$ cat config.mk
export PLATFORM = sky130hd
export DESIGN_NAME = rom_loader
export DESIGN_NICKNAME = d
export VERILOG_FILES = /design/src/rtl/rom_loader.sv
export SDC_FILE = /design/constraint.sdc
export NUM_CORES = 1
export LEC_CHECK = 0
export CAP_MARGIN = 20
export CELL_PAD_IN_SITES_DETAIL_PLACEMENT = 1
export CELL_PAD_IN_SITES_GLOBAL_PLACEMENT = 1
export CORE_ASPECT_RATIO = 1.1
export CORE_MARGIN = 2
export CORE_UTILIZATION = 25
export DETAILED_ROUTE_END_ITERATION = 7
export PLACE_DENSITY_LB_ADDON = 0.05
export SETUP_SLACK_MARGIN = 0.1
export SYNTH_ARGS = -nofsm -noshare
export SYNTH_HDL_FRONTEND = slang
export SYNTH_SLANG_ARGS = --single-unit
export TNS_END_PERCENT = 5
$ cat constraint.sdc
create_clock -name clk_i -period 3.3 [get_ports clk_i]
set_clock_uncertainty 0.15 [all_clocks]
set_input_delay 0.66 -clock clk_i [delete_from_list [all_inputs] [get_ports clk_i]]
set_output_delay 0.66 -clock clk_i [all_outputs]
set_load 0.05 [all_outputs]
$ cat src/rtl/rom_loader.sv
// rtl/rom_loader.sv - byte-stream loader writing a Chip-8 image into program memory.
// Optional readback check enabled by ROM_LOADER_VERIFY_EN.
module rom_loader #(
  parameter logic [11:0] BASE_ADDR = 12'h200,
  parameter int unsigned MAX_LEN   = 4096 - BASE_ADDR
) (
  input  logic        clk_i,
  input  logic        reset_i,
  input  logic        start_i,
  input  logic        in_valid_i,
  input  logic [7:0]  in_data_i,
  output logic        in_ready_o,
  output logic        mem_en_o,
  output logic        mem_write_o,
  output logic [11:0] mem_addr_o,
  output logic [7:0]  mem_wdata_o,
  input  logic [7:0]  mem_rdata_i,
  output logic        busy_o,
  output logic        done_o,
  output logic        error_o,
  output logic [7:0]  checksum_o,
  output logic [11:0] count_o
);

`ifdef ROM_LOADER_VERIFY_EN
  typedef enum logic [2:0] {
    S_IDLE, S_LEN_HI, S_LEN_LO, S_DATA, S_DONE, S_ERROR, S_VERIFY
  } state_e;
`else
  typedef enum logic [2:0] {
    S_IDLE, S_LEN_HI, S_LEN_LO, S_DATA, S_DONE, S_ERROR
  } state_e;
`endif

  localparam logic [15:0] MAX_LEN_W = 16'(MAX_LEN);

  state_e      state_q;
  logic        in_ready_q;
  logic        mem_en_q;
  logic        mem_write_q;
  logic [11:0] mem_addr_q;
  logic [7:0]  mem_wdata_q;
  logic        busy_q;
  logic        done_q;
  logic        error_q;
  logic [7:0]  checksum_q;
  logic [11:0] count_q;
  logic [7:0]  len_hi_q;
  logic [11:0] len_q;

`ifdef ROM_LOADER_VERIFY_EN
  logic [11:0] rd_idx_q;
  logic [11:0] ack_idx_q;
  logic [7:0]  vsum_q;
  logic        rd_vld_q;
  logic [7:0]  vsum_d;
`else
  logic        unused_rdata;
  assign unused_rdata = ^mem_rdata_i;
`endif

  logic        xfer;
  logic [15:0] len_d;

  assign xfer  = in_valid_i && in_ready_q;
  assign len_d = {len_hi_q, in_data_i};
`ifdef ROM_LOADER_VERIFY_EN
  assign vsum_d = vsum_q + mem_rdata_i;
`endif

  always_ff @(posedge clk_i) begin
    if (reset_i) begin
      state_q     <= S_IDLE;
      in_ready_q  <= 1'b0;
      mem_en_q    <= 1'b0;
      mem_write_q <= 1'b0;
      mem_addr_q  <= '0;
      mem_wdata_q <= '0;
      busy_q      <= 1'b0;
      done_q      <= 1'b0;
      error_q     <= 1'b0;
      checksum_q  <= '0;
      count_q     <= '0;
      len_hi_q    <= '0;
      len_q       <= '0;
`ifdef ROM_LOADER_VERIFY_EN
      rd_idx_q    <= '0;
      ack_idx_q   <= '0;
      vsum_q      <= '0;
      rd_vld_q    <= 1'b0;
`endif
    end else begin
      mem_en_q    <= 1'b0;
      mem_write_q <= 1'b0;
      done_q      <= 1'b0;
`ifdef ROM_LOADER_VERIFY_EN
      // Registered memory: read data belongs to the read issued last cycle.
      rd_vld_q    <= mem_en_q && !mem_write_q;
`endif
      case (state_q)
        S_IDLE, S_DONE, S_ERROR: begin
          if (start_i) begin
            state_q    <= S_LEN_HI;
            in_ready_q <= 1'b1;
            busy_q     <= 1'b1;
            error_q    <= 1'b0;
            count_q    <= '0;
            checksum_q <= '0;
          end
        end
        S_LEN_HI: begin
          if (xfer) begin
            len_hi_q <= in_data_i;
            state_q  <= S_LEN_LO;
          end
        end
        S_LEN_LO: begin
          if (xfer) begin
            if (len_d == 16'd0 || len_d > MAX_LEN_W) begin
              state_q    <= S_ERROR;
              in_ready_q <= 1'b0;
              busy_q     <= 1'b0;
              error_q    <= 1'b1;
            end else begin
              len_q   <= len_d[11:0];
              state_q <= S_DATA;
            end
          end
        end
        S_DATA: begin
          if (xfer) begin
            mem_en_q    <= 1'b1;
            mem_write_q <= 1'b1;
            mem_addr_q  <= BASE_ADDR + count_q;
            mem_wdata_q <= in_data_i;
            count_q     <= count_q + 12'd1;
            checksum_q  <= checksum_q + in_data_i;
            // Drop ready with the final byte so trailing bytes are refused.
            if (count_q + 12'd1 == len_q) begin
              in_ready_q <= 1'b0;
`ifdef ROM_LOADER_VERIFY_EN
              state_q    <= S_VERIFY;
              rd_idx_q   <= '0;
              ack_idx_q  <= '0;
              vsum_q     <= '0;
`else
              state_q    <= S_DONE;
              busy_q     <= 1'b0;
              done_q     <= 1'b1;
`endif
            end
          end
        end
`ifdef ROM_LOADER_VERIFY_EN
        S_VERIFY: begin
          if (rd_idx_q != len_q) begin
            mem_en_q   <= 1'b1;
            mem_addr_q <= BASE_ADDR + rd_idx_q;
            rd_idx_q   <= rd_idx_q + 12'd1;
          end
          if (rd_vld_q) begin
            vsum_q    <= vsum_d;
            ack_idx_q <= ack_idx_q + 12'd1;
            if (ack_idx_q + 12'd1 == len_q) begin
              busy_q <= 1'b0;
              if (vsum_d == checksum_q) begin
                state_q <= S_DONE;
                done_q  <= 1'b1;
              end else begin
                state_q <= S_ERROR;
                error_q <= 1'b1;
              end
            end
          end
        end
`endif
        default: begin
          state_q    <= S_IDLE;
          in_ready_q <= 1'b0;
          busy_q     <= 1'b0;
        end
      endcase
    end
  end

  assign in_ready_o  = in_ready_q;
  assign mem_en_o    = mem_en_q;
  assign mem_write_o = mem_write_q;
  assign mem_addr_o  = mem_addr_q;
  assign mem_wdata_o = mem_wdata_q;
  assign busy_o      = busy_q;
  assign done_o      = done_q;
  assign error_o     = error_q;
  assign checksum_o  = checksum_q;
  assign count_o     = count_q;

endmodule

==> out/qor.csv, run 1 <==
metric,value,unit
grt_setup_unrepaired,false,
nets_finish,498,
dieWidth,113.7,µm
hold_slack,301.3,ps
die_height,124.7,µm
synth_top_flop_cell,sky130_fd_sc_hd__dfxtp_1,
finalHoldViolCount,0,
numPortBuffers,57,
routed_length_on_met1,4861,µm
synth_enable_flop_cells,0,
worst-setup-path-type,input pin to register,
cp_max_fo,12,
floorplan_die_area,0.01419,mm²
dpl-instance-area,0.004084,mm²
fin_crit,2738,ps
numClockSinks,67,
synth_warn,0,
stdcell_count,633,
core_region_area,0.01305,mm²
syn_area_per_cell,8.157,µm²
worstSetupEndpointType,register,
ys_top_cells_by_area,"sky130_fd_sc_hd__dfxtp_1 (40%), sky130_fd_sc_hd__nand2_1 (7.7%), sky130_fd_sc_hd__a21oi_1 (6.2%)",
timing.setup.tns,0,ps
placement_rows,44,
clk_pin_slew_worst_paths,60,ps
wl_per_cell,16.78,µm
run_status,completed,
boundaryPins,66,
route.vias.total,3058,
drt_iter0_drc,83,
postSynthCellCount,406,
finalWirelength,10620,µm
yosysMostFrequentCell,sky130_fd_sc_hd__nand2_1,
worstSkewPairLatency,340,ps
cts_repair_resize_count,0,
routed-wl-met2,5388,µm
post_route_cells_drive_above_1_share,0.08898,
synth.largest_area_cell,sky130_fd_sc_hd__dfxtp_1,
globalplace.congestion,0.7724,
hold_path.class,register to register,
drv_cap,0,
ctsRootBufferMaster,sky130_fd_sc_hd__clkbuf_16,
tightestPinTransition,988.7,ps
grt_pass1_wl,17440,µm
post_cts_hold_buffer_count,0,
worst-endpoint-arrival,2800,ps
grt_start_max_net_pins,51,
yosys_register_bits,67,
number_of_antenna_violations_at_the_first_check_in_global_routing,0,
num-fill-cells,1547,
finalMaxSlewViolations,0,
first_global_vias,3238,
htree_levels,3,
detail-route-antenna-nets,0,
power.density_cell_area,502.0,mW/mm²
floorplan.initialDensity,0.2538,
top_metal_layer_carrying_routed_signals,met4,
fraction_of_the_yosys_area_taken_by_sequential_cells,0.4050,
setup-violations-final,0,
post-route-drc-count,0,
dp_hpwl,7679,µm
router_iterations_before_antenna_repair,4,
maxSlewHeadroom,0.3384,
yosys.cell_types.count,54,
globalRouteOverflowTotal,0,
syn_nets,437,
globalRouteTotalUtil,0.1597,
finalCoreUtilization,0.3380,
cts_post_setup_buffers_inserted,0,
areaGrowthSynthToFinish,33.17,%
required_worst_endpoint,3360,ps
timing.critical_path.from_type,input pin,
finalCritPeriodShare,0.8298,
insertedDiodeCount,0,
yosys-top-cells-count,"sky130_fd_sc_hd__nand2_1 (68), sky130_fd_sc_hd__dfxtp_1 (67), sky130_fd_sc_hd__nor2_1 (45)",
syn-cell-area,0.003312,mm²
synthDominantCellAreaShare,0.4050,
clk_path_buf_depth,2,
placedCellCount,617,
met3RoutedLength,229,µm
routed_via_density,4.831,
synth-async-reset-ratio,0,
clock_tree_from_tritoncts,built,
standby_leakage_power,1.622,nW
fmax,0.3652,GHz
stdcell_area,0.004410,mm²
max-vdd-ir-drop,0.1712,mV
cts-buffers-inserted,9,
## cell usage in the layout, fill, tap and decap left out, types with 5 or more instances in the layout
master,n
sky130_fd_sc_hd__mux2i_1,12
sky130_fd_sc_hd__clkdlybuf4s50_1,56
sky130_fd_sc_hd__a21oi_1,41
sky130_fd_sc_hd__nand3_1,13
sky130_fd_sc_hd__nand4_1,5
sky130_fd_sc_hd__xnor2_1,12
sky130_fd_sc_hd__dfxtp_1,67
sky130_fd_sc_hd__nor3_1,14
sky130_fd_sc_hd__xor2_1,11
sky130_fd_sc_hd__ha_1,10
sky130_fd_sc_hd__nor2_1,45
sky130_fd_sc_hd__nand2_1,68
sky130_fd_sc_hd__clkbuf_16,9
sky130_fd_sc_hd__buf_4,16
sky130_fd_sc_hd__o21ai_0,26
## final timing paths
path                            slack [ps]                    endpoint  cells past startpoint                       start
worst max register to register         710     state_q[0]$_SDFFE_PP0P_                      6     count_o[1]$_SDFFE_PP0P_
worst max-delay path                   560      len_q[11]$_SDFFE_PP0P_                      8                in_data_i[5]
worst min-delay path                   300  mem_addr_o[3]$_SDFFE_PP0P_                      2  mem_addr_o[3]$_SDFFE_PP0P_
worst min register to register         300  mem_addr_o[3]$_SDFFE_PP0P_                      2  mem_addr_o[3]$_SDFFE_PP0P_
## per-stage QoR
step           power [W]  setup slack [ps]
2_1_floorplan   0.001068             753.9
3_5_place_dp    0.001178             163.7
3_3_place_gp    0.001174             182.0
5_1_grt         0.002316             413.0
6_report        0.002214             561.8
4_1_cts         0.002257             522.0
## cell families (layout without fill, tap and decap cells)
logic type | count (synthesis) | in the layout | share of synthesized area
simple gates | 167 | 167 | 0.2293
compound gates | 97 | 97 | 0.1783
flops | 67 | 67 | 0.4050
buf+inv | 29 | 95 | 0.04646
xor+xnor | 23 | 23 | 0.06082
mux | 12 | 12 | 0.03627
fa+ha+maj | 11 | 11 | 0.04382
## power by group
group	internal, W	switching, W
Combinational	0.000102	0.000185
Sequential	0.000829	0.0000363
Clock	0.000683	0.000378
## metal layers
| metal | track usage | up-vias |
|---|---|---|
| li1 | - | 1532 |
| met1 | 0.1985 | 1476 |
| met2 | 0.2786 | 40 |
| met3 | 0.02822 | 10 |
| met4 | 0.04950 | 0 |
| met5 | 0 | - |
## sequential cells by signal, summed over array words and instances, names as in the netlist
register	flops
len_hi_q	8
mem_addr_o	12
mem_wdata_o	8
len_q	12
done_o	1
busy_o	1
error_o	1
mem_write_o	1
count_o	12
state_q	3
checksum_o	8
## critical path: stages
cell and delay, ps:
sky130_fd_sc_hd__clkdlybuf4s50_1 410, sky130_fd_sc_hd__or4_1 580, sky130_fd_sc_hd__nor3_2 230, sky130_fd_sc_hd__a21oi_2 140, sky130_fd_sc_hd__nor4_4 330, sky130_fd_sc_hd__buf_12 190, sky130_fd_sc_hd__mux2i_1 190, sky130_fd_sc_hd__nor2_1 50
## cell type report
cell class                 count  area (µm²)  share of cell area
multi-input combinational    310        1817              0.4119
sequential                    67        1341              0.3041
timing repair buffer          74       705.7              0.1600
clock buffer                  10       239.0             0.05418
tap                          161       201.4             0.04567
clock inverter                 6       87.58             0.01986
inverter                       5       18.77            0.004255
(Power assumes the default switching activity.)
==> run 2, diff against run 1 <==
clock period = 2.45 ns   (was 3.3 ns; I/O delays follow)
==> run 2 against run 1 <==
Compared with the run above:
- critical path depth up 1
- wire length is 6.8% higher
- count of clock-buffer cells in the layout unchanged
- non-clock buffer count increased by 33
- worst setup slack lost 450 ps
- register-to-register slack got worse by 580 ps
- combinational power increased by 69%
==> out/qor.csv, run 2 (same netlist as run 1, synthesis figures left out) <==
metric,value,unit
min-delay-start,mem_addr_o[7]$_SDFFE_PP0P_,
run_status,completed,
cts-buffers-inserted,9,
globalplace.congestion,0.7857,
finalHoldViolCount,0,
post-route-drc-count,0,
clk_pin_slew_worst_paths,60,ps
clock_tree_from_tritoncts,built,
standby_leakage_power,1.896,nW
cp_max_fo,3,
first_global_vias,3378,
timing.critical_path.from_type,input pin,
numClockSinks,67,
multi_input_area,0.001903,mm²
stdcell_count,666,
num-fill-cells,1532,
tightestPinTransition,546.5,ps
router_iterations_before_antenna_repair,4,
floorplan_die_area,0.01419,mm²
setup-violations-final,0,
worst-setup-path-type,input pin to register,
globalRouteTotalUtil,0.1676,
fmax,0.4279,GHz
required_worst_endpoint,2510,ps
leading_cell_types_in_the_layout_fill_and_taps_excluded,"sky130_fd_sc_hd__nand2_1 (68), sky130_fd_sc_hd__dfxtp_1 (58), sky130_fd_sc_hd__buf_4 (47), sky130_fd_sc_hd__nor2_1 (44), sky130_fd_sc_hd__clkdlybuf4s50_1 (44)",
worstRegToRegCells,6,
holdPathEnd,mem_addr_o[7]$_SDFFE_PP0P_,
post_cts_hold_buffer_count,0,
r2r_setup_slk,130,ps
grt_start_max_net_pins,33,
worstSetupEndpointType,register,
areaGrowthSynthToFinish,44.50,%
finalMaxSlewViolations,0,
drv_cap,0,
nets_finish,531,
maxSlewHeadroom,0.6353,
ctsRootBufferMaster,sky130_fd_sc_hd__clkbuf_16,
worst_r2r_startpoint,len_hi_q[6]$_SDFFE_PP0P_,
fin_crit,2337,ps
power.density_cell_area,641.8,mW/mm²
dieWidth,113.7,µm
placedCellCount,645,
finalWirelength,11350,µm
stdcell_area,0.004786,mm²
hold_path.class,register to register,
insertedDiodeCount,0,
max-vdd-ir-drop,0.2055,mV
dp_hpwl,8081,µm
placement_rows,44,
die_height,124.7,µm
worstSkewPairLatency,340,ps
mostFrequentLayoutCell,sky130_fd_sc_hd__nand2_1,
clk_path_buf_depth,2,
wl_per_cell,17.03,µm
globalRouteOverflowTotal,0,
post_route_cells_drive_above_1_share,0.1941,
drt_iter0_drc,115,
regToRegEndpoint,state_q[1]$_SDFFE_PP0P_,
numPortBuffers,57,
core_region_area,0.01305,mm²
finalCritPeriodShare,0.9538,
register_area,0.001353,mm²
grt_setup_unrepaired,true,
detail-route-antenna-nets,0,
number_of_antenna_violations_at_the_first_check_in_global_routing,0,
htree_levels,3,
floorplan.initialDensity,0.2538,
routed_via_density,4.850,
boundaryPins,66,
worst-endpoint-arrival,2400,ps
worst_hold_path.num_cells,2,
design_power_total,0.003071,W
dpl-instance-area,0.004303,mm²
route.vias.total,3230,
grt_pass1_wl,18240,µm
[run 2: changes by cell type in the layout (fill, tap and decap cells not counted), moves of 2 or more]
cell,before,now
sky130_fd_sc_hd__nand3_1,13,11
sky130_fd_sc_hd__clkdlybuf4s50_1,56,44
sky130_fd_sc_hd__clkinvlp_4,0,2
sky130_fd_sc_hd__nand3_2,0,2
sky130_fd_sc_hd__dlygate4sd2_1,0,3
sky130_fd_sc_hd__a21oi_1,41,39
sky130_fd_sc_hd__dfxtp_2,0,9
sky130_fd_sc_hd__dlymetal6s2s_1,0,6
sky130_fd_sc_hd__dfxtp_1,67,58
sky130_fd_sc_hd__ha_1,10,8
sky130_fd_sc_hd__buf_4,16,47
[run 2: how the worst max path moves through the flow]
stage	start	end	slack [ps]	depth (start not counted)
floorplan	in_data_i[5]	len_q[2]$_SDFFE_PP0P_	70	7
global placement	in_data_i[5]	len_q[5]$_SDFFE_PP0P_	-480	9
detailed placement	in_data_i[5]	len_q[9]$_SDFFE_PP0P_	-510	9
CTS	len_hi_q[6]$_SDFFE_PP0P_	len_q[9]$_SDFFE_PP0P_	40	7
global route	len_hi_q[6]$_SDFFE_PP0P_	state_q[1]$_SDFFE_PP0P_	40	6
finish	in_data_i[6]	error_o$_SDFFE_PP0P_	110	9
[run 2: critical path, cell delays in order]
cell and delay, ps:
sky130_fd_sc_hd__clkdlybuf4s15_2 190, sky130_fd_sc_hd__or4_4 520, sky130_fd_sc_hd__nor3_4 160, sky130_fd_sc_hd__buf_6 130, sky130_fd_sc_hd__a21oi_4 60, sky130_fd_sc_hd__buf_4 170, sky130_fd_sc_hd__a311oi_1 440, sky130_fd_sc_hd__o41a_1 200
sky130_fd_sc_hd__nor3_1 40
[run 2: timing repair]
action | in CTS | in global routing
pin swaps | 9 | 4
buffers inserted | 3 | 1
resized for setup | 19 | 20
gates cloned | 1 | 0
setup endpoints to repair | 21 | 26
hold endpoints to repair | 0 | 0
[run 2: area by class of cell]
class / count / area share
flip-flops and latches: 67 / 0.2826
clock inverters: 6 / 0.01856
multi-input cells: 310 / 0.3976
inverters: 5 / 0.003922
repair buffers: 107 / 0.2052
well taps: 161 / 0.04209
clock buffers: 10 / 0.04993
[run 2: metrics by stage]
step / setup TNS [ps] / hold slack [ps] / util / worst slack [ps]
final: 0 / 302.9 / 0.3668 / 113.2
after floorplan: 0 / 303.1 / - / 73.90
after global placement: -8357 / 291.1 / 0.3298 / -477.2
after global routing: 0 / 323.5 / 0.3668 / 43.24
after detailed placement: -8555 / 299.3 / 0.3298 / -508.6
after CTS: 0 / 297.9 / 0.3610 / 42.66
[run 2: layer usage]
metal,vias up,global-route usage,wire [µm]
li1,1609,-,-
met1,1572,0.2119,5322
met2,36,0.2832,5604
met3,13,0.02482,217
met4,0,0.06887,201
met5,-,0,0
[run 2: where the power goes]
part           leakage, nW  switching (W)  internal (W)
registers            0.545      0.0000280       0.00112
logic                 1.20       0.000302      0.000185
clock network        0.155       0.000522      0.000918
total                 1.90       0.000851       0.00222
==> run 3, diff against run 2 <==
SLEW_MARGIN = 20   (was not set)
==> results of run 3 <==
Same layout as run 2: the final DEF is identical, and so are final timing and power.
